===== src/rtl/a_to_five_pkg.sv =====
// Shared definitions for the A-header serial link (transmitter and receiver).
// Header nibbles, frame width and the transmit FSM state encoding.
package a_to_five_pkg;

   localparam logic [3:0]  HEADER_A = 4'b1010;
   localparam logic [3:0]  HEADER_5 = 4'b0101;
   localparam int unsigned FRAME_W  = 12;

   typedef enum logic [1:0] {
      ST_IDLE = 2'd0,
      ST_SEND = 2'd1,
      ST_GAP  = 2'd2
   } tx_state_t;

endpackage


===== src/rtl/a_to_five_shifter.sv =====
// Loadable parallel-in/serial-out shift register, MSB first.
// A load with shift_en set consumes the first bit in the same cycle.
module a_to_five_shifter
   import a_to_five_pkg::*;
#(
   parameter int unsigned W = FRAME_W
) (
   input  logic         clk,
   input  logic         rst,
   input  logic         i_load,
   input  logic         i_shift_en,
   input  logic [W-1:0] i_d,
   output logic         o_msb
);

   logic [W-1:0] r_q;

   always_ff @(posedge clk or posedge rst) begin
      if (rst) begin
         r_q <= '0;
      end else if (i_load) begin
         r_q <= i_shift_en ? {i_d[W-2:0], 1'b0} : i_d;
      end else if (i_shift_en) begin
         r_q <= {r_q[W-2:0], 1'b0};
      end
   end

   assign o_msb = r_q[W-1];

endmodule


===== src/rtl/a_to_five_tx.sv =====
// A-header frame transmitter: takes a payload on valid/ready, prepends HEADER
// and shifts the frame out MSB first, one bit per enabled clock.
module a_to_five_tx
   import a_to_five_pkg::*;
#(
   parameter logic [3:0]  HEADER = HEADER_A,
   parameter int unsigned DATA_W = FRAME_W - 4,
   parameter int unsigned GAP    = 0
) (
   input  logic              clk,
   input  logic              rst,
   input  logic [DATA_W-1:0] in_data,
   input  logic              in_valid,
   output logic              in_ready,
   input  logic              tx_en,
   output logic              out,
   output logic              out_valid,
   output logic              busy,
   output logic [15:0]       frame_cnt
);

   localparam int unsigned FRAME_BITS = 4 + DATA_W;
   localparam int unsigned CNT_W      = $clog2(FRAME_BITS + 1);
   localparam int unsigned GAP_W      = 4;

   tx_state_t                r_state, w_next;
   logic [CNT_W-1:0]         r_bit_cnt, w_bit_nxt;
   logic [GAP_W-1:0]         r_gap_cnt, w_gap_nxt;
   logic                     r_out, r_out_valid, r_busy;
   logic [15:0]              r_frame_cnt;
   logic [FRAME_BITS-1:0]    w_frame;
   logic                     w_msb, w_last, w_ready, w_hs;
   logic                     w_load, w_shift, w_out_nxt, w_valid_nxt, w_done;

   assign w_frame = {HEADER, in_data};
   // Bit counter counts bits already emitted; all emitted means the last bit is on out.
   assign w_last  = (r_bit_cnt == CNT_W'(FRAME_BITS));
   assign w_ready = !rst && ((r_state == ST_IDLE) ||
                             ((r_state == ST_SEND) && w_last && (GAP == 0)));
   assign w_hs    = in_valid && w_ready;

   a_to_five_shifter #(.W(FRAME_BITS)) u_shifter (
      .clk        (clk),
      .rst        (rst),
      .i_load     (w_load),
      .i_shift_en (w_shift),
      .i_d        (w_frame),
      .o_msb      (w_msb)
   );

   always_ff @(posedge clk or posedge rst) begin
      if (rst) r_state <= ST_IDLE;
      else     r_state <= w_next;
   end

   always_comb begin
      w_next      = r_state;
      w_load      = 1'b0;
      w_shift     = 1'b0;
      w_out_nxt   = 1'b0;
      w_valid_nxt = 1'b0;
      w_bit_nxt   = r_bit_cnt;
      w_gap_nxt   = r_gap_cnt;
      w_done      = 1'b0;
      case (r_state)
         ST_IDLE: w_load = w_hs;
         ST_SEND: begin
            if (w_last) begin
               w_done    = 1'b1;
               w_bit_nxt = '0;
               if (GAP != 0) begin
                  w_next    = ST_GAP;
                  w_gap_nxt = GAP_W'(GAP);
               end else if (w_hs) begin
                  w_load = 1'b1;
               end else begin
                  w_next = ST_IDLE;
               end
            end else if (tx_en) begin
               w_shift     = 1'b1;
               w_out_nxt   = w_msb;
               w_valid_nxt = 1'b1;
               w_bit_nxt   = r_bit_cnt + CNT_W'(1);
            end
         end
         ST_GAP: begin
            if (r_gap_cnt <= GAP_W'(1)) begin
               w_next    = ST_IDLE;
               w_gap_nxt = '0;
            end else begin
               w_gap_nxt = r_gap_cnt - GAP_W'(1);
            end
         end
         default: w_next = ST_IDLE;
      endcase
      // The load cycle already emits the header MSB so the first bit lands one cycle later.
      if (w_load) begin
         w_next      = ST_SEND;
         w_shift     = tx_en;
         w_out_nxt   = tx_en & w_frame[FRAME_BITS-1];
         w_valid_nxt = tx_en;
         w_bit_nxt   = tx_en ? CNT_W'(1) : '0;
      end
   end

   always_ff @(posedge clk or posedge rst) begin
      if (rst) begin
         r_bit_cnt   <= '0;
         r_gap_cnt   <= '0;
         r_out       <= 1'b0;
         r_out_valid <= 1'b0;
         r_busy      <= 1'b0;
         r_frame_cnt <= '0;
      end else begin
         r_bit_cnt   <= w_bit_nxt;
         r_gap_cnt   <= w_gap_nxt;
         r_out       <= w_out_nxt;
         r_out_valid <= w_valid_nxt;
         r_busy      <= (w_next != ST_IDLE);
         if (w_done) r_frame_cnt <= r_frame_cnt + 16'd1;
      end
   end

   assign in_ready  = w_ready;
   assign out       = r_out;
   assign out_valid = r_out_valid;
   assign busy      = r_busy;
   assign frame_cnt = r_frame_cnt;

endmodule


===== config.mk =====
export PLATFORM = sky130hd
export DESIGN_NAME = a_to_five_tx
export DESIGN_NICKNAME = d
export VERILOG_FILES = /design/src/rtl/a_to_five_pkg.sv /design/src/rtl/a_to_five_shifter.sv /design/src/rtl/a_to_five_tx.sv
export SDC_FILE = /design/constraint.sdc
export NUM_CORES = 1
export LEC_CHECK = 0
export ABC_CLOCK_PERIOD_IN_PS = 1700
export CORE_MARGIN = 1
export CORE_UTILIZATION = 40
export DETAILED_ROUTE_END_ITERATION = 12
export GPL_ROUTABILITY_DRIVEN = 1
export PLACE_DENSITY_LB_ADDON = 0.3
export REMOVE_ABC_BUFFERS = 1
export SYNTH_ARGS = -nofsm -noshare
export SYNTH_HDL_FRONTEND = slang
export SYNTH_SLANG_ARGS = --single-unit

===== constraint.sdc =====
create_clock -name clk -period 1.7 [get_ports clk]
set_input_delay 0.425 -clock clk [delete_from_list [all_inputs] [get_ports clk]]
set_output_delay 0.425 -clock clk [all_outputs]
set_load 0.01 [all_outputs]

==> impl_metrics.json <==
{
  "maxCapViolations": 0,
  "grt_start_max_net_pins": 42,
  "cts-hold-fix-buffers": 0,
  "nets": 276,
  "fin_crit_sh_pct": 109,
  "max_freq_mhz": 540,
  "grt_pass1_wl_um": 7660,
  "cts_tree": "yes",
  "cts.path.max_buffers": 2,
  "hold_viol": 0,
  "yosysWarnings": 0,
  "overflow": 0,
  "maxSlewHeadroom_pct": 66.0,
  "synth.area.top_cells": "dfrtp_1, mux2i_1, nand2_1",
  "synth.most_common_cell": "dfrtp_1",
  "clock_sinks": 41,
  "synth_top_area_share_pct": 50.6,
  "drt-total-wl_um": 4680,
  "h-tree-depth": 2,
  "dieArea_um2": 5350,
  "initial_core_util_pct": 42.3,
  "synth_seq_cells": 41,
  "diodes": 0,
  "cp-start-kind": "flop",
  "async_flop_share_pct": 100,
  "power_density_nw_per_um2": 1180,
  "tns_ns": -1.52,
  "cp_max_fo": 5,
  "core_area_um2": 4790,
  "numPortBuffers": 31,
  "synth-main-ff-cell": "dfrtp_1",
  "violations": "setup timing",
  "hold_ws_ns": 0.468,
  "die_h_um": 73.2,
  "gp_congestion": 0.785,
  "syn-instance-count": 190,
  "numPlacedInstances": 308,
  "clock-root-buffer": "clkbuf_8",
  "status": "complete, but fails checks",
  "wl_per_cell_um": 14.3,
  "ys_seq_area_share_pct": 50.6,
  "rows": 25,
  "grt_usage_pct": 19.0,
  "drc_errors": 0,
  "cts_buffers": 5,
  "synth_top_area_cell": "dfrtp_1",
  "crit_type": "reg -> reg",
  "synth_common_cells": "dfrtp_1, nand2_1, o21ai_0",
  "clkTransAtPathRegs_ns": 0.08,
  "postRouteAntennaNets": 0,
  "setup_viol": 16,
  "io_pins": 32,
  "instances_no_fill": 327,
  "chipWidth_um": 73.2,
  "cp.arrival_ns": 2.07,
  "critPathCaptureType": "flop",
  "vias_per_cell": 5.15,
  "drtPass1Iterations": 4,
  "clk_latency_ns": 0.29,
  "required_ns": 1.92,
  "ys_types": 44,
  "leakage_nw": 1.44,
  "antenna_found_initial": 0,
  "synthToLayoutAreaGrowth_pct": 44.9,
  "finClkSkew_ns": 0.00819,
  "final_area_um2": 2940,
  "first_iter_violations": 84,
  "tightest_slew_ns": 0.508,
  "synth_enable_flop_cells": 0,
  "hp-class": "reg -> reg",
  "ir_drop_mv": 0.728,
  "grt_pass1_vias": 1599,
  "post_synth.cell_area_avg_um2": 10.7,
  "dp_hpwl_um": 2990,
  "via_count": 1683,
  "post_dp_cell_area_um2": 2600,
  "slew_viol_final": 0,
  "min_period_ns": 1.85,
  "setup_slack_ns": -0.153,
  "layout-drive-gt1-share_pct": 28.5,
  "syn_area_um2": 2030,
  "grt_setup_unrepaired": "yes"
}
==> cells by family (layout without fill, tap and decap cells) <==
| family | Yosys count | count (layout) | synth area share [%] |
|---|---|---|---|
| simple gates | 66 | 66 | 17.9 |
| flops | 41 | 41 | 50.6 |
| compound gates | 36 | 36 | 13.4 |
| buf+inv | 17 | 87 | 3.58 |
| xor+xnor | 16 | 16 | 6.92 |
| mux | 9 | 9 | 4.51 |
| fa+ha+maj | 5 | 5 | 3.09 |
==> area by class of cell <==
| class | count | area [µm²] |
|---|---|---|
| tap | 67 | 83.8 |
| timing repair buffer | 70 | 636 |
| sequential | 41 | 1030 |
| inverter | 9 | 33.8 |
| clock buffer | 7 | 86.3 |
| fill | 406 | 1850 |
| clock inverter | 1 | 30.0 |
| multi-input combinational | 132 | 1040 |
==> flip-flops by register name (all words and copies together), names as in the netlist <==
name and cells:
busy 1, frame_cnt 16, out 1, out_valid 1, r_bit_cnt 4, r_gap_cnt 4, r_state 2, u_shifter.r_q 12
==> power breakdown <==
group,leakage [nW],internal (mW),switching (mW)
registers,0.518,1.21,0.157
logic,0.860,0.712,0.576
clock network,0.0585,0.479,0.340
total,1.44,2.40,1.07
==> placed cells by master, fill, tap and decap left out, types with 2 or more instances in the layout <==
master	n
dfrtp_1	41
buf_4	36
clkdlybuf4s50_1	25
nand2_1	20
o21ai_0	9
xnor2_1	9
mux2i_1	8
inv_1	7
nand3_1	7
xor2_1	7
nor2_1	6
o221a_2	6
clkbuf_8	6
nand2b_1	4
nor3_1	4
ha_1	4
dlymetal6s2s_1	4
nor2b_1	3
nor4_4	3
nand3_4	2
inv_2	2
a31oi_1	2
nor2_2	2
a211o_1	2
a21oi_1	2
and3_1	2
nor4_1	2
nor3_2	2
nand4_1	2
buf_12	2
==> critical path, cell delays in order (launching register included) <==
cell and delay [ns]:
dfrtp_1 0.40, inv_2 0.09, ha_4 0.15, nand3_4 0.08, buf_6 0.13, or4_4 0.46
buf_12 0.17, nor4_4 0.13, xor2_1 0.17
==> metrics by stage <==
step | setup slack (ns) | total power, mW | utilization (%)
6_report | -0.153 | 3.47 | 61.3
5_1_grt | -0.234 | 3.68 | 61.3
4_1_cts | -0.149 | 3.46 | 60.1
3_5_place_dp | -0.374 | 2.51 | 54.4
3_3_place_gp | -0.360 | 2.48 | 54.4
2_1_floorplan | -0.613 | 1.96 | -
==> metal layers <==
metal / GRT usage (%) / share of wire [%] / vias to the layer above
met5: 0 / 0 / -
met4: 7.19 / 2.0 / 0
met3: 2.62 / 2.5 / 9
met2: 29.4 / 47 / 33
met1: 27.1 / 48 / 819
li1: - / - / 822
==> final timing paths <==
path,to,cells after the start,slack [ns],startpoint
setup / recovery,frame_cnt[13]$_DFFE_PP0P_,8,-0.15,r_bit_cnt[1]$_DFFE_PP0P_
hold / removal,frame_cnt[15]$_DFFE_PP0P_,1,0.47,frame_cnt[15]$_DFFE_PP0P_
setup reg to reg,frame_cnt[13]$_DFFE_PP0P_,8,-0.15,r_bit_cnt[1]$_DFFE_PP0P_
hold reg to reg,frame_cnt[15]$_DFFE_PP0P_,1,0.47,frame_cnt[15]$_DFFE_PP0P_
max in group asynchronous,r_gap_cnt[1]$_DFFE_PP0N_,3,0.95,rst
min in group asynchronous,u_shifter.r_q[2]$_DFFE_PP0P_,3,0.55,rst
==> timing repair <==
item,in CTS,in global routing
endpoints found under the setup margin,22,36
resized for setup,26,8
pin swaps,11,6
setup buffers,6,6
No activity file was read; power rests on OpenSTA's default activity.
